File: config.mk
export PLATFORM = sky130hd
export DESIGN_NAME = btn_step_debounce
export DESIGN_NICKNAME = d
export VERILOG_FILES = /design/src/rtl/btn_step_debounce.sv
export SDC_FILE = /design/constraint.sdc
export NUM_CORES = 1
export LEC_CHECK = 0
export CORE_ASPECT_RATIO = 0.7
export CORE_MARGIN = 8
export CORE_UTILIZATION = 50
export CTS_CLUSTER_SIZE = 8
export DETAILED_ROUTE_END_ITERATION = 7
export GPL_TIMING_DRIVEN = 0
export PLACE_DENSITY = 0.73
export SYNTH_ARGS = -nofsm -noshare
export SYNTH_HDL_FRONTEND = slang
export SYNTH_SLANG_ARGS = --single-unit
File: constraint.sdc
create_clock -name clk -period 1.9 [get_ports clk]
set_input_delay 0.38 -clock clk [delete_from_list [all_inputs] [get_ports clk]]
set_output_delay 0.38 -clock clk [all_outputs]
set_load 0.01 [all_outputs]
File: src/rtl/btn_step_debounce.sv
// btn_step_debounce: synchronize and debounce a push-button into step/release strobes with a press counter; optional auto-repeat via AUTO_REPEAT_EN
module btn_step_debounce #(
  parameter int unsigned DEBOUNCE_CYCLES = 1000,
  parameter int unsigned HOLD_CYCLES     = 50000,
  parameter int unsigned REPEAT_CYCLES   = 10000
) (
  input  logic       clk,
  input  logic       rst,
  input  logic       btn_raw,
  output logic       btn_level,
  output logic       step_pulse,
  output logic       release_pulse,
  output logic [7:0] press_count
);
  typedef enum logic [1:0] {IDLE, PRESS_WAIT, PRESSED, RELEASE_WAIT} state_t;
  localparam logic [19:0] DB_LAST = 20'(DEBOUNCE_CYCLES - 1);
  state_t      state_q, state_d;
  logic [19:0] cnt_q, cnt_d;
  logic        s1_q, s2_q;
  logic        level_q, level_d;
  logic        step_q, step_d;
  logic        rel_q, rel_d;
  logic [7:0]  count_q, count_d;
  logic        btn_sync;
  logic        rep_fire;
  assign btn_sync = s2_q;
`ifdef AUTO_REPEAT_EN
  localparam logic [19:0] HOLD_LAST = 20'(HOLD_CYCLES - 1);
  localparam logic [19:0] REP_LAST  = 20'(REPEAT_CYCLES - 1);
  logic [19:0] rep_cnt_q, rep_cnt_d;
  logic        rep_arm_q, rep_arm_d;
  assign rep_fire = state_q == PRESSED && btn_sync && rep_cnt_q == (rep_arm_q ? REP_LAST : HOLD_LAST);
  // repeat timer: first interval is the hold time, later ones the repeat period
  always_comb begin
    rep_cnt_d = rep_cnt_q;
    rep_arm_d = rep_arm_q;
    if (state_d == PRESSED && state_q != PRESSED) begin
      rep_cnt_d = '0;
      rep_arm_d = 1'b0;
    end else if (rep_fire) begin
      rep_cnt_d = '0;
      rep_arm_d = 1'b1;
    end else if (state_q == PRESSED && state_d == PRESSED) begin
      rep_cnt_d = rep_cnt_q + 20'd1;
    end
  end
  // repeat timer registers
  always_ff @(posedge clk) begin
    if (rst) begin
      rep_cnt_q <= '0;
      rep_arm_q <= 1'b0;
    end else begin
      rep_cnt_q <= rep_cnt_d;
      rep_arm_q <= rep_arm_d;
    end
  end
`else
  assign rep_fire = 1'b0 & |{HOLD_CYCLES, REPEAT_CYCLES};
`endif
  // debounce FSM next state and registered-output next values
  always_comb begin
    state_d = state_q;
    cnt_d   = cnt_q;
    step_d  = 1'b0;
    rel_d   = 1'b0;
    case (state_q)
      IDLE: if (btn_sync) begin
        state_d = PRESS_WAIT;
        cnt_d   = 20'd1;
      end
      PRESS_WAIT: if (!btn_sync) begin
        state_d = IDLE;
        cnt_d   = '0;
      end else if (cnt_q == DB_LAST) begin
        state_d = PRESSED;
        cnt_d   = '0;
        step_d  = 1'b1;
      end else begin
        cnt_d = cnt_q + 20'd1;
      end
      PRESSED: if (!btn_sync) begin
        state_d = RELEASE_WAIT;
        cnt_d   = 20'd1;
      end else begin
        step_d = rep_fire;
      end
      RELEASE_WAIT: if (btn_sync) begin
        state_d = PRESSED;
        cnt_d   = '0;
      end else if (cnt_q == DB_LAST) begin
        state_d = IDLE;
        cnt_d   = '0;
        rel_d   = 1'b1;
      end else begin
        cnt_d = cnt_q + 20'd1;
      end
      default: begin
        state_d = IDLE;
        cnt_d   = '0;
      end
    endcase
    level_d = state_d == PRESSED || state_d == RELEASE_WAIT;
    count_d = count_q + 8'(step_d);
  end
  // synchronizer, FSM state and registered outputs
  always_ff @(posedge clk) begin
    if (rst) begin
      s1_q    <= 1'b0;
      s2_q    <= 1'b0;
      state_q <= IDLE;
      cnt_q   <= '0;
      level_q <= 1'b0;
      step_q  <= 1'b0;
      rel_q   <= 1'b0;
      count_q <= '0;
    end else begin
      s1_q    <= btn_raw;
      s2_q    <= s1_q;
      state_q <= state_d;
      cnt_q   <= cnt_d;
      level_q <= level_d;
      step_q  <= step_d;
      rel_q   <= rel_d;
      count_q <= count_d;
    end
  end
  assign btn_level     = level_q;
  assign step_pulse    = step_q;
  assign release_pulse = rel_q;
  assign press_count   = count_q;
endmodule

# Word level (Yosys, flattened, before mapping)
# Cells that the tools add are included.
# Widths: inputs -> output; s select.
[op_classes]
n_reduce_logical = 4
n_eq_ne = 8
n_mux = 16
bitwise_logic = 1
add_sub_neg = 2
[op_table]
columns = ["cell", "n"]
rows = [
  ["$mux 20", 5],
  ["$pmux 20 s4", 1],
  ["$add 20x1->20 const B", 1],
  ["$eq 20x10->1 const B", 1],
  ["$mux 2", 6],
  ["$add 8x1->8", 1],
  ["$eq 2x2->1 const B", 4],
  ["$pmux 2 s4", 1],
  ["$ne 2x2->1 const B", 2],
  ["$mux 1", 3],
  ["$reduce_or 3->1", 1],
  ["$eq 2x1->1 const B", 1],
  ["$logic_not 2->1", 1],
  ["$reduce_and 2->1", 1],
  ["$logic_or 1x1->1", 1],
  ["$not 1->1", 1],
]
[word_totals]
output_inout_bits = 11
elab_cells = 39
reg_bits = 35

# Logic depth before layout (Yosys ltp)
# Gate-level depths: netlist of the first run.
[logic_depth]
depth_word = 6
mapped_depth = 10

# Worst setup path before layout of the first run
# No wires, ideal clock.
[synth_path]
path_kind = "reg-to-reg"
start = "register cnt_q[0]"
end = "register count_q[5], in the netlist press_count[5]"
setup_ps = 129
n_path_buf = 0
t_arrival_ps = 1923
setup_slack_ps = -151
stages_incl_launch_ff = 11
t_required_ps = 1771
period_less_slack_ps = 2051
cell_sequence = "dfxtp_1 > ha_1 > and2_1 > nand4_1 > or2_1 > nor2_1 > ha_1 > and3_1 > nand3_1 > xor2_1 > nor2_1"
[synth_via]
elab_chain_cells = 5
[synth_lines]
columns = ["item", "line", "rtl"]
rows = [
  ["start: declaration", "18", "logic [19:0] cnt_q, cnt_d;"],
  ["start signal: assignment", "120", "cnt_q <= cnt_d;"],
  ["$eq 20x10->1", "74", "end else if (cnt_q == DB_LAST) begin"],
  ["$mux 1", "74", ""],
  ["$mux 1", "71", "PRESS_WAIT: if (!btn_sync) begin"],
  ["$mux 1", "n/a", ""],
  ["via step_d", "21", "logic step_q, step_d;"],
  ["$add 8x1->8", "103", "count_d = count_q + 8'(step_d);"],
  ["end signal: assignment", "124", "count_q <= count_d;"],
  ["end: declaration", "23", "logic [7:0] count_q, count_d;"],
]
# The timed path passes the listed nets, and every way through them passes these cells.
# A chain may end at the register's enable or synchronous reset.

# Final worst setup path of the first run
# Same ends and word-level chain as after synthesis.

==> Flow_metrics.wiki, run 1 <==
{| class="wikitable"
! Metric !! Value
|-
| P&R area growth vs syn || 29.69%
|-
| Wire length of the first global-routing pass || 6458 um
|-
| Share of post-route cells with drive strength above 1 || 26.87%
|-
| Top cell type's share of synthesized area || 44.09%
|-
| Proportion of power drawn by the clock network || 37.6%
|-
| Non-Filler Instances || 239
|-
| Number of max-slew violations in the final report || 0
|-
| Max FO, Critical Path || 3
|-
| Highest metal layer used by the detailed router || met4
|-
| Slowest stage cell on the critical path || dfxtp_2
|-
| Wire length on met1 || 1767 um
|-
| Clock skew after layout || 0.006547 ns
|-
| Worst voltage drop across the vdd grid || 0.5044 mV
|-
| Data required time at the worst endpoint || 2.06 ns
|-
| Final Hold Violating Endpoints || 0
|-
| Overflow left after global routing || 0
|-
| Final setup fails || 5
|-
| Initial core utilization || 51.52%
|-
| Number of buffer and inverter instances along the worst setup path || 0
|-
| Height of the die || 63.17 um
|-
| Router iterations before antenna repair || 4
|-
| Clock slew at the register clock pins of the worst setup and hold paths || 0.06 ns
|-
| Biggest area contributors in the synthesized netlist || dfxtp_1 44%, a21oi_1 5.0%, xor2_1 3.9%
|-
| Number of buffers added by the clock tree synthesis step || 5
|-
| Failing checks || negative setup slack
|-
| Synth cell types || 38
|-
| Die area || 5267 um2
|-
| Kind of start point of the critical path || flip-flop
|-
| Number of max-cap violations || 0
|-
| Clock tree sinks || 35
|-
| Average wire per cell in the routed design || 15.92 um
|-
| Internal power of the cells || 0.9969 mW
|-
| Sequential share of power || 58.7%
|-
| Static leakage || 0.6746 nW
|-
| FF+latch count, synth || 35
|-
| Vias after detailed routing || 1450
|-
| Placer's final routability congestion estimate || 0.9248
|-
| Count of filler cells inserted in the layout || 241
|-
| Data arrival at the endpoint of the critical path || 2.14 ns
|-
| Dominant cell type by area after synthesis || dfxtp_1
|-
| Share of the clock period used by the worst path || 104.2%
|-
| Routed met3 length || 204 um
|-
| DR iter-0 viols || 131
|-
| Syn_nets || 178
|-
| Path type of the worst min-delay path || flip-flop to flip-flop
|-
| Final wirelength || 3805 um
|-
| Number of warnings reported in the yosys synthesis log || 0
|-
| Max incr delay on CP || 0.35 ns
|-
| Max-slew headroom || 61.76%
|-
| Core Region || 3084 um2
|-
| Critical-path cell list || ha_4 > and2_4 > nand4_1 > or2_1 > nor2_2 > ha_4 > and3_4 > nand3_2 > xor2_1 > nor2_1
|-
| Antenna violations before repair || 0
|-
| RSZ-0062 raised after global routing || true
|-
| Cell with the most instances after synthesis || dfxtp_1
|-
| Post-Syn Instances || 172
|-
| Final net count || 208
|-
| Most used flip-flop cell after synthesis || dfxtp_1
|-
| Aggregate global-route resource usage || 14.67%
|-
| Top achievable clock speed || 505.3 MHz
|-
| Maximum clock insertion buffer count || 2
|-
| Top cells by instance count after synthesis || 35 x dfxtp_1, 16 x a21oi_1, 14 x nor2_1, 9 x nand2_1, 9 x nand3_1
|-
| Shortest period the worst path allows || 1.979 ns
|-
| Outcome || finished with violations
|-
| Gate power share || 3.6%
|-
| Number of global-route vias before repair || 1361
|-
| Final WS setup || -0.07907 ns
|-
| Top-level port count || 14
|-
| Clock tree from TritonCTS || yes
|-
| IO buf count || 13
|-
| Dominant delay contributor by cell family on the critical path || simple AND/OR/NAND/NOR gates
|-
| Fraction of power spent switching nets || 20.88%
|-
| Share of flip-flops with an asynchronous set or reset || 0%
|-
| DRC violation count after routing || 0
|-
| Average footprint of a synthesized cell || 9.239 um2
|-
| Sum of negative setup slack || -0.2718 ns
|-
| Vias per inst || 6.067
|-
| Detail Placement HPWL || 2600 um
|-
| Classification of the worst setup path || flip-flop to flip-flop
|-
| Met2 routed WL || 1786 um
|-
| Library cell used as clock root buffer || clkbuf_8
|-
| Antenna-violating nets left || 0
|-
| Transition time at the pin with the least slew margin || 0.5675 ns
|-
| Net load switching power || 0.2630 mW
|-
| Instance count after placement with tap cells included || 223
|-
| Most numerous cell on the critical path || ha_4
|-
| Horizontal die dimension || 83.38 um
|-
| Post-synth EDFFs || 0
|-
| Diode count || 0
|-
| Clk_lat worst skew || 0.28 ns
|-
| Std cell rows || 17
|-
| Endpoint type of the worst setup path || flip-flop
|-
| H-tree levels || 2
|-
| Total power density per cell area || 611.4 nW/um2
|-
| Summed instance area of the synthesized netlist || 1589 um2
|-
| Maximum number of pins on one net before global-route repair || 11
|-
| Seq/Total Area, Yosys || 44.09%
|}
==> layer usage <==
metal	GRT usage (%)	vias to the layer above
met2	22.94	46
met1	17.89	695
li1	-	703
met4	5.022	0
met5	0	-
met3	5.648	6
==> sequential cells by signal, summed over array words and instances, names as in the netlist <==
register       cells
step_pulse         1
btn_sync           1
press_count        8
state_q            2
s1_q               1
release_pulse      1
btn_level          1
cnt_q             20
==> timing repair <==
action / 4_1_cts / 5_1_grt
hold buffers: 0 / 0
resized for setup: 15 / 11
endpoints found under the setup margin: 8 / 14
pin swaps: 9 / 5
hold endpoints to repair: 0 / 0
buffers inserted: 9 / 1
==> final cells by class <==
| cell class | count | area, um2 | area share, % |
|---|---|---|---|
| clock buffers | 6 | 72.57 | 3.522 |
| well taps | 38 | 47.55 | 2.307 |
| inverters | 3 | 11.26 | 0.5464 |
| repair buffers | 23 | 205.2 | 9.957 |
| flip-flops and latches | 35 | 718.2 | 34.85 |
| multi-input cells | 129 | 964.7 | 46.81 |
| plain buffers | 5 | 41.29 | 2.004 |
==> path summary, 6_finish.rpt <==
check | end | startpoint | cells after the start | slack, ns
worst max-delay path | press_count[5]$_SDFF_PP0_ | cnt_q[0]$_SDFFE_PP0P_ | 10 | -0.08
worst min-delay path | btn_sync$_SDFF_PP0_ | s1_q$_SDFF_PP0_ | 1 | 0.44
worst max register to register | press_count[5]$_SDFF_PP0_ | cnt_q[0]$_SDFFE_PP0P_ | 10 | -0.08
worst min register to register | btn_sync$_SDFF_PP0_ | s1_q$_SDFF_PP0_ | 1 | 0.44
==> logic make-up after synthesis <==
kind of cell    share of synthesized area (%)
compound gates                          17.32
xor+xnor                                6.536
fa+ha+maj                               2.362
buf+inv                                 3.306
flops                                   44.09
simple gates                            26.38
==> cell usage in the layout, fill, tap and decap left out, drive strengths merged <==
cell           count
and3               6
a211oi             1
or4                8
or2                1
o221ai             1
a21oi             16
nand3b             3
or2b               1
nor4               3
xnor2              3
nand4              2
or3                4
xor2               8
nor4b              1
o311ai             1
and2               1
and4               3
o31ai              8
nand3              9
o41ai              2
clkdlybuf4s50     13
nor3               4
o21ai              9
nand2              9
o211ai             3
clkbuf             7
buf               13
ha                 3
clkdlybuf4s18      1
nor2b              4
dfxtp             35
inv                3
o2111ai            1
nor2              14
==> through the flow <==
step,cell area (um2),util [%],power [mW],worst slack [ns],hold WS [ns]
2_1_floorplan,1615,-,0.7839,-0.05680,0.4138
3_3_place_gp,1793,58.13,0.7961,-0.3283,0.4254
3_5_place_dp,1793,58.13,0.7982,-0.4086,0.4256
4_1_cts,2004,64.99,1.264,-0.1522,0.4396
5_1_grt,2061,66.82,1.309,-0.1840,0.4588
6_report,2061,66.82,1.260,-0.07907,0.4380
==> power by group through the flow <==
| stage | clock network (mW) | registers, mW | logic, mW |
|---|---|---|---|
| detailed placement | 0 | 0.758 | 0.0407 |
| floorplan | 0 | 0.757 | 0.0271 |
| finish | 0.474 | 0.740 | 0.0457 |
| global placement | 0 | 0.757 | 0.0389 |
| CTS | 0.481 | 0.739 | 0.0439 |
| global route | 0.519 | 0.740 | 0.0497 |
Note: power is estimated with default switching activity, not from simulation.
==> run 2, diff against run 1 <==
--- a/config.mk
+++ b/config.mk
@@ -5,7 +5,6 @@
 export SDC_FILE = /design/constraint.sdc
 export NUM_CORES = 1
 export LEC_CHECK = 0
-export CORE_ASPECT_RATIO = 0.7
 export CORE_MARGIN = 8
 export CORE_UTILIZATION = 50
 export CTS_CLUSTER_SIZE = 8
==> Flow_metrics.wiki, run 2 (synthesis results as in run 1) <==
{| class="wikitable"
! Metric !! Value
|-
| Slowest stage cell on the critical path || dfxtp_2
|-
| Dominant delay contributor by cell family on the critical path || simple AND/OR/NAND/NOR gates
|-
| Classification of the worst setup path || flip-flop to flip-flop
|-
| Largest reg by FF count || cnt_q
|-
| Transition time at the pin with the least slew margin || 0.5000 ns
|-
| Height of the die || 72.38 um
|-
| Share of post-route cells with drive strength above 1 || 28.22%
|-
| Clock tree from TritonCTS || yes
|-
| Data arrival at the endpoint of the critical path || 2.23 ns
|-
| H-tree levels || 2
|-
| Top-level port count || 14
|-
| Number of max-cap violations || 0
|-
| P&R area growth vs syn || 29.06%
|-
| Max incr delay on CP || 0.36 ns
|-
| Path type of the worst min-delay path || flip-flop to flip-flop
|-
| Fraction of power spent switching nets || 22.94%
|-
| Number of buffers added by the clock tree synthesis step || 5
|-
| Endpoint type of the worst setup path || flip-flop
|-
| RSZ-0062 raised after global routing || true
|-
| Internal power of the cells || 0.9252 mW
|-
| Max FO, Critical Path || 3
|-
| Hold slack || 0.4463 ns
|-
| Library cell used as clock root buffer || clkbuf_4
|-
| Most frequent cells in the layout || 21 x dfxtp_1, 16 x a21oi_1, 13 x dfxtp_2, 13 x clkdlybuf4s50_1, 12 x nor2_1
|-
| Kind of start point of the critical path || flip-flop
|-
| Instance count after placement with tap cells included || 229
|-
| Maximum clock insertion buffer count || 2
|-
| Shortest period the worst path allows || 2.008 ns
|-
| Clock tree sinks || 35
|-
| Number of buffer and inverter instances along the worst setup path || 1
|-
| Outcome || finished with violations
|-
| Clock slew at the register clock pins of the worst setup and hold paths || 0.11 ns
|-
| Failing checks || negative setup slack
|-
| Clock skew after layout || 0.008391 ns
|-
| DRC violation count after routing || 0
|-
| Net load switching power || 0.2754 mW
|-
| Most common cell after layout, fill and taps aside || dfxtp_1
|-
| Vias after detailed routing || 1459
|-
| Critical-path cell list || nor4_4 > nand3_1 > or2_1 > nor2_2 > ha_2 > and3_4 > buf_4 > xnor2_1 > nor2_1
|-
| Number of max-slew violations in the final report || 0
|-
| Detail Placement HPWL || 2437 um
|-
| Final Hold Violating Endpoints || 0
|-
| Overflow left after global routing || 0
|-
| Antenna violations before repair || 0
|-
| Static leakage || 0.6709 nW
|-
| Non-Filler Instances || 246
|-
| Number of global-route vias before repair || 1378
|-
| Die area || 5238 um2
|-
| Clk_lat worst skew || 0.34 ns
|-
| Proportion of power drawn by the clock network || 34.5%
|-
| Maximum number of pins on one net before global-route repair || 11
|-
| Diode count || 0
|-
| Router iterations before antenna repair || 4
|-
| Gate power share || 3.9%
|-
| Horizontal die dimension || 72.38 um
|-
| Final net count || 208
|-
| Final setup fails || 6
|-
| Data required time at the worst endpoint || 2.12 ns
|-
| Aggregate global-route resource usage || 14.64%
|-
| Total power density per cell area || 585.4 nW/um2
|-
| Std cell rows || 20
|-
| Vias per inst || 5.931
|-
| Average wire per cell in the routed design || 14.64 um
|-
| IO buf count || 13
|-
| Placer's final routability congestion estimate || 0.8305
|-
| Core Region || 3028 um2
|-
| Final wirelength || 3602 um
|-
| Antenna-violating nets left || 0
|-
| Max FFs per register || 20
|-
| DR iter-0 viols || 128
|-
| Top achievable clock speed || 498.0 MHz
|-
| Sequential share of power || 61.6%
|-
| Max-slew headroom || 66.43%
|-
| Final WS setup || -0.1079 ns
|-
| Worst voltage drop across the vdd grid || 0.4118 mV
|-
| Setup WS pre-CTS || -0.3424 ns
|-
| Initial core utilization || 52.48%
|-
| Share of the clock period used by the worst path || 105.7%
|-
| Wire length of the first global-routing pass || 6127 um
|}
run 2: cell types whose count changed in the layout (fill, tap and decap cells not counted), sizes merged:
cell and change:
clkinv +1
run 2: timing repair:
action	CTS	global route
pin swaps	10	7
setup endpoints to repair	8	22
resized for setup	16	12
buffers inserted	9	1
hold buffers	0	0
run 2: layout make-up:
cell class | instances | area, um2
plain buffers | 5 | 41.29
clock buffers | 6 | 51.30
clock inverters | 1 | 5.005
fillers | 225 | 977.2
inverters | 3 | 11.26
multi-input cells | 129 | 960.9
flip-flops and latches | 35 | 720.7
well taps | 44 | 55.05
repair buffers | 23 | 205.2
run 2: power groups by stage:
stage | Clock (mW) | Combinational [mW] | Sequential, mW
finish | 0.414 | 0.0474 | 0.739
floorplan | 0 | 0.0271 | 0.757
detailed placement | 0 | 0.0398 | 0.757
CTS | 0.423 | 0.0427 | 0.739
global placement | 0 | 0.0396 | 0.757
global route | 0.450 | 0.0518 | 0.740
run 2: final timing paths:
kind / startpoint / end / slack, ns / depth (start not counted)
max reg2reg: cnt_q[19]$_SDFFE_PP0P_ / press_count[3]$_SDFF_PP0_ / -0.11 / 9
min reg2reg: s1_q$_SDFF_PP0_ / btn_sync$_SDFF_PP0_ / 0.45 / 1
min: s1_q$_SDFF_PP0_ / btn_sync$_SDFF_PP0_ / 0.45 / 1
max: cnt_q[19]$_SDFFE_PP0P_ / press_count[3]$_SDFF_PP0_ / -0.11 / 9
run 2: stage by stage:
step / utilization [%] / cell area, um2 / TNS (ns) / total power, mW
6_report: 67.73 / 2051 / -0.4300 / 1.201
5_1_grt: 67.73 / 2051 / -1.089 / 1.241
4_1_cts: 65.54 / 1984 / -0.4459 / 1.204
3_5_place_dp: 59.46 / 1800 / -1.943 / 0.7971
3_3_place_gp: 59.46 / 1800 / -1.824 / 0.7969
2_1_floorplan: - / 1615 / -0.2187 / 0.7839
run 2: layer usage:
layer / GRT usage (%) / share of wire [%]
met1: 17.32 / 44
met2: 23.17 / 48
met3: 5.234 / 5.6
met4: 6.444 / 2.1
met5: 0 / 0
==> run 3, diff against run 2 <==
--- a/config.mk
+++ b/config.mk
@@ -5,7 +5,7 @@
 export SDC_FILE = /design/constraint.sdc
 export NUM_CORES = 1
 export LEC_CHECK = 0
-export CORE_MARGIN = 8
+export CAP_MARGIN = 40
 export CORE_UTILIZATION = 50
 export CTS_CLUSTER_SIZE = 8
 export DETAILED_ROUTE_END_ITERATION = 7
==> Flow_metrics.wiki, run 3 (synthesis results as in run 1) <==
{| class="wikitable"
! Metric !! Value
|-
| Most common cell after layout, fill and taps aside || dfxtp_1
|-
| Clock tree sinks || 35
|-
| Number of buffers added by the clock tree synthesis step || 5
|-
| Core Region || 3028 um2
|-
| Most frequent cells in the layout || 22 x dfxtp_1, 16 x a21oi_1, 13 x clkdlybuf4s50_1
|-
| Startpoint of the worst hold path || s1_q$_SDFF_PP0_
|-
| Depth of the worst hold-timing path || 1
|-
| Data required time at the worst endpoint || 2.14 ns
|-
| Transition time at the pin with the least slew margin || 0.5659 ns
|-
| Static leakage || 0.6979 nW
|-
| H-tree levels || 2
|-
| IO buf count || 13
|-
| Final WS setup || -0.09724 ns
|-
| Failing checks || negative setup slack
|-
| Die area || 3408 um2
|-
| P&R area growth vs syn || 33.94%
|-
| Router iterations before antenna repair || 4
|-
| Number of max-cap violations || 0
|-
| Shortest period the worst path allows || 1.997 ns
|-
| Setup WS pre-CTS || -0.3314 ns
|-
| Antenna violations before repair || 0
|-
| Average wire per cell in the routed design || 15.28 um
|-
| Number of global-route vias before repair || 1359
|-
| Overflow left after global routing || 0
|-
| End of the worst register-to-register path || press_count[5]$_SDFF_PP0_
|-
| Path type of the worst min-delay path || flip-flop to flip-flop
|-
| Clock tree from TritonCTS || yes
|-
| Initial core utilization || 52.48%
|-
| Clock skew after layout || 0.009528 ns
|-
| Worst voltage drop across the vdd grid || 0.7895 mV
|-
| Final net count || 209
|-
| Largest reg by FF count || cnt_q
|-
| Vias per inst || 5.984
|-
| RSZ-0062 raised after global routing || true
|-
| Final Hold Violating Endpoints || 0
|-
| Final wirelength || 3790 um
|-
| Total power density per cell area || 686.5 nW/um2
|-
| Height of the die || 58.38 um
|-
| Placer's final routability congestion estimate || 0.8224
|-
| Top achievable clock speed || 500.7 MHz
|-
| Wire length of the first global-routing pass || 5927 um
|-
| Clk_lat worst skew || 0.36 ns
|-
| Final setup fails || 6
|-
| Quantity of hold-fixing buffers added after cts || 0
|-
| Max FO, Critical Path || 4
|-
| Outcome || finished with violations
|-
| Hold slack || 0.4550 ns
|-
| Diode count || 0
|-
| Data arrival at the endpoint of the critical path || 2.23 ns
|-
| Top-level port count || 14
|-
| R2R setup slack || -0.1 ns
|-
| Maximum clock insertion buffer count || 2
|-
| Horizontal die dimension || 58.38 um
|-
| Share of the clock period used by the worst path || 105.1%
|-
| Hold endpoint || btn_sync$_SDFF_PP0_
|-
| Maximum number of pins on one net before global-route repair || 13
|-
| DR iter-0 viols || 85
|-
| Max FFs per register || 20
|-
| DRC violation count after routing || 0
|-
| Reg-to-Reg Start || cnt_q[10]$_SDFFE_PP0P_
|-
| Detail Placement HPWL || 2390 um
|-
| Max-slew headroom || 61.88%
|-
| Vias after detailed routing || 1484
|-
| Sum of negative setup slack || -0.3125 ns
|-
| Kind of start point of the critical path || flip-flop
|-
| Share of post-route cells with drive strength above 1 || 29.41%
|-
| Classification of the worst setup path || flip-flop to flip-flop
|-
| Aggregate global-route resource usage || 23.20%
|-
| Antenna-violating nets left || 0
|-
| Number of max-slew violations in the final report || 0
|-
| Endpoint type of the worst setup path || flip-flop
|-
| Library cell used as clock root buffer || clkbuf_4
|-
| CP Launch Point || cnt_q[10]$_SDFFE_PP0P_
|-
| Cell count of the worst reg-to-reg path || 9
|-
| Clock slew at the register clock pins of the worst setup and hold paths || 0.12 ns
|-
| Std cell rows || 20
|}
==> run 3: power by group <==
group / total [mW] / leakage (nW) / internal (mW) / switching, mW
logic: 0.0467 / 0.356 / 0.0175 / 0.0292
clock network: 0.679 / 0.0514 / 0.409 / 0.270
registers: 0.735 / 0.290 / 0.731 / 0.00391
total: 1.46 / 0.698 / 1.16 / 0.303
==> run 3: per-layer routing <==
metal | vias up | GRT usage, % | routed length, um
met5 | - | 0 | 0
met2 | 29 | 37.11 | 1936
met3 | 8 | 4.835 | 131
li1 | 713 | - | -
met4 | 0 | 13.27 | 78
met1 | 734 | 29.15 | 1644
==> run 3: timing repair <==
action                                 CTS  global route
gates resized for setup                 14            19
cloned                                   0             0
pin swaps                                5             6
setup endpoints to repair                8            15
buffers inserted                         5             6
endpoints found under the hold margin    0             0
==> run 3: metrics by stage <==
step	instances	area [um2]	util, %	total power, mW
finish	248	2128	70.29	1.461
global route	248	2128	70.29	1.507
CTS	242	1993	65.83	1.471
detailed placement	229	1800	59.46	0.7979
global placement	229	1800	59.46	0.7966
floorplan	172	1615	-	0.7839
==> run 3: worst max path at each step <==
stage	depth (start not counted)	end
final	9	press_count[5]$_SDFF_PP0_
after global routing	9	press_count[5]$_SDFF_PP0_
after CTS	9	press_count[5]$_SDFF_PP0_
after detailed placement	10	press_count[5]$_SDFF_PP0_
after global placement	9	press_count[7]$_SDFF_PP0_
after floorplan	10	press_count[5]$_SDFF_PP0_
==> run 3: critical path, stage by stage (launching register included) <==
cell and delay (ns):
dfxtp_4 0.38, nor4_4 0.27, nand4_1 0.18, or2_4 0.31, nor2_4 0.11, ha_4 0.15
and3_4 0.21, nand3_2 0.08, xor2_1 0.14, nor2_1 0.05
==> run 3: area by class of cell <==
cell class                      count  area, um2
Buffer                              5      41.29
Clock buffer                        5      37.54
Clock inverter                      3      67.56
Fill cell                         224      899.6
Inverter                            3      11.26
Multi-Input combinational cell    129      972.2
Sequential cell                    35      726.9
Tap cell                           44      55.05
Timing Repair Buffer               24      216.5
